## src/rtl/word_memory_pkg.sv

```systemverilog
// Shared types and constants for the word_memory store and its clear sequencer.
package word_memory_pkg;

  localparam int unsigned BYTE_W = 8;

  typedef enum logic {
    CLEAR = 1'b0,
    IDLE  = 1'b1
  } state_e;

  function automatic int unsigned bytes_per_word(input int unsigned width);
    return width / BYTE_W;
  endfunction

endpackage

```

## src/rtl/word_memory_if.sv

```systemverilog
// Request/response bundle between a word_memory user (master) and the store (slave).
interface word_memory_if
  import word_memory_pkg::*;
#(
  parameter int unsigned WIDTH = 16,
  parameter int unsigned DEPTH = 8
);
  localparam int unsigned ADDR_W = $clog2(DEPTH);
  localparam int unsigned BE_W   = bytes_per_word(WIDTH);

  logic              store;
  logic [ADDR_W-1:0] wr_addr;
  logic [WIDTH-1:0]  data;
  logic [BE_W-1:0]   be;
  logic              load;
  logic [ADDR_W-1:0] rd_addr;
  logic              clear;
  logic [WIDTH-1:0]  q;
  logic              q_valid;
  logic              busy;

  modport master (
    output store, wr_addr, data, be, load, rd_addr, clear,
    input  q, q_valid, busy
  );

  modport slave (
    input  store, wr_addr, data, be, load, rd_addr, clear,
    output q, q_valid, busy
  );
endinterface

```

## src/rtl/word_memory_clear_ctrl.sv

```systemverilog
// Sequences the zeroing sweep over every word after reset or a clear request.
module mem_clear_ctrl
  import word_memory_pkg::*;
#(
  parameter  int unsigned DEPTH  = 8,
  localparam int unsigned ADDR_W = $clog2(DEPTH)
) (
  input  logic              clk,
  input  logic              reset,
  input  logic              clear_i,
  output logic              busy_o,
  output logic              clr_we_o,
  output logic [ADDR_W-1:0] clr_addr_o
);

  localparam logic [ADDR_W-1:0] LAST_ADDR = ADDR_W'(DEPTH - 1);

  state_e            state_q, state_d;
  logic [ADDR_W-1:0] cnt_q, cnt_d;
  logic              busy_q, busy_d;

  always_ff @(posedge clk) begin
    if (reset) begin
      state_q <= CLEAR;
      cnt_q   <= '0;
      busy_q  <= 1'b1;
    end else begin
      state_q <= state_d;
      cnt_q   <= cnt_d;
      busy_q  <= busy_d;
    end
  end

  // busy is registered from the next state so it drops on the same edge IDLE is entered
  always_comb begin
    state_d = state_q;
    cnt_d   = cnt_q;
    unique case (state_q)
      CLEAR: begin
        if (cnt_q == LAST_ADDR) begin
          state_d = IDLE;
          cnt_d   = '0;
        end else begin
          cnt_d = cnt_q + ADDR_W'(1);
        end
      end
      IDLE: begin
        if (clear_i) begin
          state_d = CLEAR;
          cnt_d   = '0;
        end
      end
      default: begin
        state_d = CLEAR;
        cnt_d   = '0;
      end
    endcase
    busy_d = (state_d == CLEAR);
  end

  assign busy_o     = busy_q;
  assign clr_we_o   = busy_q;
  assign clr_addr_o = cnt_q;

endmodule

```

## src/rtl/word_memory.sv

```systemverilog
// DEPTH x WIDTH word store: byte-enabled writes, write-first registered read, self-clearing.
module word_memory
  import word_memory_pkg::*;
#(
  parameter int unsigned WIDTH = 16,
  parameter int unsigned DEPTH = 8
) (
  input  logic       clk,
  input  logic       reset,
  word_memory_if.slave bus
);

  localparam int unsigned ADDR_W = $clog2(DEPTH);
  localparam int unsigned BE_W   = bytes_per_word(WIDTH);

  if ((WIDTH % BYTE_W) != 0 || DEPTH < 2) begin : g_param_check
    $error("word_memory: WIDTH must be a multiple of 8 and DEPTH must be >= 2");
  end

  logic              busy;
  logic              clr_we;
  logic [ADDR_W-1:0] clr_addr;

  mem_clear_ctrl #(.DEPTH(DEPTH)) u_clear_ctrl (
    .clk        (clk),
    .reset      (reset),
    .clear_i    (bus.clear),
    .busy_o     (busy),
    .clr_we_o   (clr_we),
    .clr_addr_o (clr_addr)
  );

  logic [WIDTH-1:0] mem_q [DEPTH];
  logic             wr_in_range_c;
  logic             rd_in_range_c;

  // Only non-power-of-two depths can see addresses past the last word
  if ((1 << ADDR_W) == DEPTH) begin : g_pow2
    assign wr_in_range_c = 1'b1;
    assign rd_in_range_c = 1'b1;
  end else begin : g_npow2
    assign wr_in_range_c = ({1'b0, bus.wr_addr} < (ADDR_W + 1)'(DEPTH));
    assign rd_in_range_c = ({1'b0, bus.rd_addr} < (ADDR_W + 1)'(DEPTH));
  end

  logic             accept_c;
  logic             user_we_c;
  logic             rd_en_c;
  logic [WIDTH-1:0] wr_word_c;
  logic [WIDTH-1:0] rd_word_c;

  assign accept_c  = !reset && !busy && !bus.clear;
  assign user_we_c = accept_c && bus.store && wr_in_range_c && (|bus.be);
  assign rd_en_c   = accept_c && bus.load;

  // Merged word: enabled bytes from data, the rest from the stored word
  always_comb begin
    wr_word_c = mem_q[bus.wr_addr];
    for (int b = 0; b < BE_W; b++) begin
      if (bus.be[b]) wr_word_c[b*BYTE_W +: BYTE_W] = bus.data[b*BYTE_W +: BYTE_W];
    end
  end

  always_comb begin
    rd_word_c = '0;
    if (rd_in_range_c) begin
      if (user_we_c && (bus.wr_addr == bus.rd_addr)) rd_word_c = wr_word_c;
      else                                           rd_word_c = mem_q[bus.rd_addr];
    end
  end

  always_ff @(posedge clk) begin
    if (clr_we)         mem_q[clr_addr]    <= '0;
    else if (user_we_c) mem_q[bus.wr_addr] <= wr_word_c;
  end

  logic [WIDTH-1:0] q_q, q_d;
  logic             q_valid_q, q_valid_d;

  always_comb begin
    q_d       = q_q;
    q_valid_d = rd_en_c;
    if (rd_en_c) q_d = rd_word_c;
  end

  always_ff @(posedge clk) begin
    if (reset) begin
      q_q       <= '0;
      q_valid_q <= 1'b0;
    end else begin
      q_q       <= q_d;
      q_valid_q <= q_valid_d;
    end
  end

  assign bus.q       = q_q;
  assign bus.q_valid = q_valid_q;
  assign bus.busy    = busy;

endmodule
```

## src/flat_wrapper.sv

```systemverilog
// flat-port wrapper written by rule: the top's interface ports become plain ports
module word_memory_flat import word_memory_pkg::*;
#(
  parameter int unsigned WIDTH = 16,
  parameter int unsigned DEPTH = 8
)
  (clk, reset, bus_store, bus_wr_addr, bus_data, bus_be, bus_load, bus_rd_addr, bus_clear, bus_q, bus_q_valid, bus_busy);
  word_memory_if #(.WIDTH(WIDTH), .DEPTH(DEPTH)) bus_i ();
  input  logic clk;
  input  logic reset;
  input wire logic [$bits(bus_i.store)-1:0] bus_store;
  input wire logic [$bits(bus_i.wr_addr)-1:0] bus_wr_addr;
  input wire logic [$bits(bus_i.data)-1:0] bus_data;
  input wire logic [$bits(bus_i.be)-1:0] bus_be;
  input wire logic [$bits(bus_i.load)-1:0] bus_load;
  input wire logic [$bits(bus_i.rd_addr)-1:0] bus_rd_addr;
  input wire logic [$bits(bus_i.clear)-1:0] bus_clear;
  output wire logic [$bits(bus_i.q)-1:0] bus_q;
  output wire logic [$bits(bus_i.q_valid)-1:0] bus_q_valid;
  output wire logic [$bits(bus_i.busy)-1:0] bus_busy;
  assign bus_i.store = bus_store;
  assign bus_i.wr_addr = bus_wr_addr;
  assign bus_i.data = bus_data;
  assign bus_i.be = bus_be;
  assign bus_i.load = bus_load;
  assign bus_i.rd_addr = bus_rd_addr;
  assign bus_i.clear = bus_clear;
  assign bus_q = bus_i.q;
  assign bus_q_valid = bus_i.q_valid;
  assign bus_busy = bus_i.busy;
  word_memory #(.WIDTH(WIDTH), .DEPTH(DEPTH)) u_core (.clk(clk), .reset(reset), .bus(bus_i));
endmodule
```

## config.mk

```make
export PLATFORM = sky130hd
export DESIGN_NAME = word_memory_flat
export DESIGN_NICKNAME = d
export VERILOG_FILES = /design/src/rtl/word_memory_pkg.sv /design/src/rtl/word_memory_if.sv /design/src/rtl/word_memory_clear_ctrl.sv /design/src/rtl/word_memory.sv /design/src/flat_wrapper.sv
export SDC_FILE = /design/constraint.sdc
export NUM_CORES = 1
export LEC_CHECK = 0
export BUFFER_PORTS_ARGS = -buffer_cell sky130_fd_sc_hd__buf_2
export CAP_MARGIN = 20
export CORE_ASPECT_RATIO = 0.75
export CORE_MARGIN = 2
export CORE_UTILIZATION = 50
export CTS_BUF_LIST = sky130_fd_sc_hd__clkbuf_8 sky130_fd_sc_hd__clkbuf_16
export DETAILED_ROUTE_END_ITERATION = 10
export HOLD_SLACK_MARGIN = 0.05
export PLACE_DENSITY = 0.78
export SYNTH_ARGS = -nofsm -noshare
export SYNTH_HDL_FRONTEND = slang
export SYNTH_HIERARCHICAL = 1
export SYNTH_SLANG_ARGS = --single-unit
```

## constraint.sdc

```tcl
create_clock -name clk -period 3.4 [get_ports clk]
set_clock_uncertainty 0.15 [all_clocks]
set_input_delay 0.17 -clock clk [delete_from_list [all_inputs] [get_ports clk]]
set_output_delay 0.17 -clock clk [all_outputs]
set_load 0.005 [all_outputs]
```

Yosys cells after proc, flatten, opt, wreduce, memory -nomap -nowiden:

Memory sizes are Yosys's and may differ from the RTL's. A register that Yosys moved wholly into a read port is not among the register bits.
Index checks and enable logic that the tools add are counted.

* add/subtract/negate cells: 1
* eq/ne operators: 2
* mux-type cells: 16
* bitwise gates (word level): 2
* reductions and logical operators: 10

Operators by type and width (count)
* $mux W16: 1
* $mux W8: 2
* $reduce_or A16 Y1: 1
* $mux W3: 3
* $mux W1: 8
* $pmux W3 S2: 1
* $logic_and A1 B1 Y1: 5
* $add A3 B1 Y3 const B: 1
* $eq A3 B3 Y1 const B: 1
* $logic_not A1 Y1: 3
* $ne A2 B2 Y1 const B: 1
* $not A1 Y1: 2
* $pmux W1 S2: 1
* $reduce_or A2 Y1: 1

* bits in registers: 6
* RAM bits: 128
* input port bits: 29
* word-level logic and storage cells: 36
* memories kept: 1

Memory list
* u_core.mem_q: words 8, bits a word 16, read ports 2, clocked after Yosys merged registers in 1, wr ports 1, line word_memory.sv:33 `logic [WIDTH-1:0] mem_q [DEPTH];`

Longest topological paths before layout:

* depth after elaboration: 10
* gate-level depth with buffers: 8

Hierarchy:

The synthesis kept the hierarchy.

By module, submodules not included
* word_memory: instances 1, cells an instance 481, area each 7158.1 um2, seq. area each 4184.0 um2
* mem_clear_ctrl: instances 1, cells an instance 24, area each 245.2 um2, seq. area each 100.1 um2

Worst setup path after synthesis:

Ideal clock, no wire load.

* path type: input-to-reg
* start: input port bus_be[0]
* end: memory u_core.mem_q[0][0], enable pin
* arrival: 1.926 ns
* data required time: 2.862 ns
* path slack: 0.936 ns
* stages on the path: 5
* cells stage by stage: clkbuf_1 > o2111ai_1 > clkbuf_1 > o21ai_0 > nor2_1

* word-level cells in the longest chain between the ends: 7

RTL lines
* start: declaration: line flat_wrapper.sv:14 `input wire logic [$bits(bus_i.be)-1:0] bus_be;`
* $reduce_or A2 Y1 *: line word_memory.sv:53 `assign user_we_c = accept_c && bus.store && wr_in_range_c && (|bus.be);`
* $logic_and A1 B1 Y1 *: line word_memory.sv:53
* $mux W1 *: line word_memory.sv:74 `else if (user_we_c) mem_q[bus.wr_addr] <= wr_word_c;`
* $mux W1 *: line word_memory.sv:73 `if (clr_we) mem_q[clr_addr] <= '0;`
* $mux W1 (not written as such) *: line word_memory.sv:74
* $reduce_or A16 Y1 (no source line)
* $mux W3 (no source line) or $mux W1 (tied branches)
* end: declaration: line word_memory.sv:33

Every way passes the cells marked *; elsewhere a longest branch is shown, timed or not.

Final worst setup path:

* start: register u_core.u_clear_ctrl.busy_q, in the netlist u_core/u_clear_ctrl/busy_o
* end: memory u_core.mem_q[1][9], enable pin

* word-level cells in the longest chain between the ends: 10

RTL lines
* start: declaration: line word_memory_clear_ctrl.sv:20 `logic busy_q, busy_d;`
* start signal: assignment: line word_memory_clear_ctrl.sv:30 `busy_q <= busy_d;`
* $logic_not A1 Y1: line word_memory.sv:52 `assign accept_c = !reset && !busy && !bus.clear;`
* $logic_and A1 B1 Y1 (2 in a row): line word_memory.sv:52
* $logic_and A1 B1 Y1 (2 in a row): line word_memory.sv:53
* $mux W1: line word_memory.sv:74
* $mux W1: line word_memory.sv:73
* $mux W1 (not written as such): line word_memory.sv:74
* $reduce_or A16 Y1 (no source line)
* $mux W3 (no source line) or $mux W1 (tied branches)

Several ways; a longest one is shown, not always the timed one.

==> results.toml <==
[synthesis]
syn-num-nets = 537
synth-main-ff-cell = "edfxtp_1"
synth_top_cells_by_count = "128 x edfxtp_1, 49 x a211oi_1, 32 x mux4_2, 32 x nor2b_1, 28 x nor2_1"
synthTopCellsByArea = "edfxtp_1 52%, mux4_2 9.7%, dfxtp_1 5.9%, a211oi_1 5.0%, mux2_1 4.1%"
synth_edf_count = 128
syn-mean-instance-area_um2 = 14.7
yosysWarnings = 6
yosysTopAreaCell = "edfxtp_1"
async_flop_share_pct = 0
yosysMostFrequentCell = "edfxtp_1"
yosysTopAreaCellShare_pct = 51.9
synthCells = 505
synth_seq_cells = 150
netlist_area_mm2 = 0.00740
synth_cell_types = 37
seq_area_frac_synth_pct = 57.9

[critical_path]
critPathTopFamily = "simple AND/OR/NAND/NOR gates"
critPathRequiredTime_ps = 3360
crit_fanout = 12
cp_slowest_cell = "nor2_1"
crit_arrival_ps = 2610
max_stage_delay_ps = 450
path_cells = "nor3_2 -> o2111ai_2 -> o21ai_0 -> o21ai_0 -> nor2_1 -> buf_4"
critPathKind = "reg -> reg"
cpMostUsedCell = "o21ai_0"
critPathBufInv = 1
startpoint_type = "register"
end_kind = "register"

[power]
combPwrFrac_pct = 9.6
ir_worst_vdd_mv = 0.401
switching_power_mw = 1.01
p_int_mw = 3.38
power_frac_seq_pct = 47.6
swShare_pct = 23.1
power_density_mw_per_mm2 = 512
cellLeakagePower_nw = 3.03
p_clk_share_pct = 42.8

[route]
wl_per_cell_um = 23.5
wl_um = 18300
antenna_left = 0
drt-initial-drc-count = 390
via_per_inst = 6.35
drc_errors = 0
via_count = 4949
dr.pass1.iters = 5

[sta]
rsz0062_at_grt = "false"
fmax_mhz = 378
max_slew_margin_pct = 29.1
finalSetupTns_ps = 0
worstMarginPinSlew_ps = 1060
finalCritPeriodShare_pct = 77.8
setup_viol = 0
worst_hold_slack_ps = 75.7
finalHoldViolations = 0
post-route-min-period_ps = 2640
slew_violations = 0

[clock_network]
post-cts-setup-buffers = 0
insertion_delay_ps = 430
cts_buffers = 17
clock-sinks = 150
cts-root-buf = "clkbuf_16"
clk_pin_slew_ps = 60
cts_tree = "done"
cts_buffer_depth = 2
htreeDepth = 4

[placed_design]
dpl_cell_area_mm2 = 0.00782
port_buffers = 46
dpl.hpwl_um = 11200
globalplace.congestion = 0.800

[grt]
grt_pass1_vias = 4939
gr-total-overflow = 0
antenna_found_initial = 0
track_usage_pct = 24.4
grt_first_pass_wirelength_um = 27700
grt_max_degree = 84

[die]
die_area_mm2 = 0.0158
core_mm2 = 0.0145
ios = 47
start_util_pct = 51.2
die_w_um = 145
die_y_um = 109
rows = 38

[min_path]
hold_class = "in -> reg"

[cells_and_area]
final.fill_count = 1119
final_nets = 598
stdcell_area_mm2 = 0.00858
regArea_mm2 = 0.00428
antenna_cells = 0
multi_input_area_mm2 = 0.00285
drive_gt1_share_pct = 26.8
area_growth_pct = 15.9

[run_status]
status = "complete, no violations"

[flow_run]
drv_cap = 0
==> placed cells by master, fill, tap and decap left out, types with 2 or more instances in the layout <==
cell type | synthesis | layout
clkbuf_16 | 0 | 17
o31ai_1 | 16 | 16
mux2_1 | 27 | 27
nor2_1 | 28 | 28
ha_1 | 3 | 3
mux2_2 | 5 | 5
clkinvlp_4 | 0 | 8
dfxtp_1 | 22 | 22
nand2_1 | 2 | 2
mux4_2 | 32 | 32
buf_4 | 5 | 21
bufinv_16 | 0 | 3
o22ai_1 | 16 | 16
inv_1 | 5 | 8
mux2i_1 | 16 | 16
dlygate4sd3_1 | 0 | 17
nor2_2 | 2 | 2
nand2b_1 | 5 | 5
xnor2_1 | 3 | 3
a31oi_1 | 3 | 3
edfxtp_1 | 128 | 128
a211oi_1 | 49 | 49
a21oi_1 | 21 | 21
nand3b_1 | 19 | 19
a2111oi_2 | 16 | 16
nor2b_1 | 32 | 32
buf_2 | 13 | 45
o21ai_0 | 2 | 2
==> worst reg2reg max path, cell delays in order, from the launching register on <==
cell and delay, ps:
dfxtp_1 380, nor3_2 330, o2111ai_2 360, o21ai_0 170, o21ai_0 130, nor2_1 450, buf_4 360
==> cell type report <==
cell class,instances,area share (%)
flip-flops and latches,150,49.9
multi-input cells,307,33.2
repair buffers,85,6.85
clock buffers,17,4.96
well taps,200,2.92
clock inverters,15,1.94
inverters,5,0.219
==> layer usage <==
layer  part of all wire (%)  global-route usage (%)  vias to the layer above  routed length [um]
li1                       -                       -                     2164                   -
met1                     42                    32.3                     2537                7660
met4                    1.9                    8.95                        0                 351
met2                     49                    40.6                      217                9050
met5                      0                       0                        -                   0
met3                    7.0                    4.62                       31                1280
==> worst paths after layout <==
| path | start | endpoint | slack [ps] | depth (start not counted) |
|---|---|---|---|---|
| setup / recovery | u_core/u_clear_ctrl/busy_o$_SDFF_PP1_ | u_core/mem_q[1][9]$_DFFE_PP_ | 760 | 6 |
| hold / removal | reset | u_core/u_clear_ctrl/clr_addr_o[2]$_SDFFE_PP0P_ | 80 | 2 |
| setup reg to reg | u_core/u_clear_ctrl/busy_o$_SDFF_PP1_ | u_core/mem_q[1][9]$_DFFE_PP_ | 760 | 6 |
| hold reg to reg | u_core/bus.q[12]$_SDFFE_PP0P_ | u_core/bus.q[12]$_SDFFE_PP0P_ | 340 | 2 |
==> flip-flops by register name (all words and copies together) (netlist names) <==
signal                          count
u_core/bus.q_valid                  1
u_core/mem_q                      128
u_core/u_clear_ctrl/busy_o          1
u_core/u_clear_ctrl/state_q         1
u_core/bus.q                       16
u_core/u_clear_ctrl/clr_addr_o      3
==> kinds of logic after synthesis <==
kind of cell             synth area share [%]
AO/OA/AOI/OAI                            13.4
buffers and inverters                    3.73
flip-flops                               57.9
adder cells (fa/ha/maj)                 0.507
XOR/XNOR                                0.355
multiplexers                             16.8
AND/OR/NAND/NOR                          7.39
==> through the flow <==
step	std cells	utilization, %	setup WS, ps	total power [mW]
after CTS	779	59.4	764	4.41
after global placement	729	54.0	738	2.52
after global routing	779	59.4	636	4.52
after detailed placement	730	54.1	604	2.53
final	779	59.4	755	4.40
after floorplan	505	-	936	2.41
==> timing repair <==
item,in CTS,in global routing
setup endpoints to repair,0,0
endpoints found under the hold margin,21,0
hold buffers,17,0
resized for setup,0,0
==> power by group through the flow <==
| stage | clock (mW) | combinational, mW | sequential, mW |
|---|---|---|---|
| final | 1.88 | 0.422 | 2.09 |
| after global routing | 1.97 | 0.449 | 2.10 |
| after CTS | 1.89 | 0.420 | 2.09 |
| after detailed placement | 0 | 0.402 | 2.13 |
| after global placement | 0 | 0.393 | 2.13 |
| after floorplan | 0 | 0.288 | 2.12 |
Power figures use the tool's default switching activity.
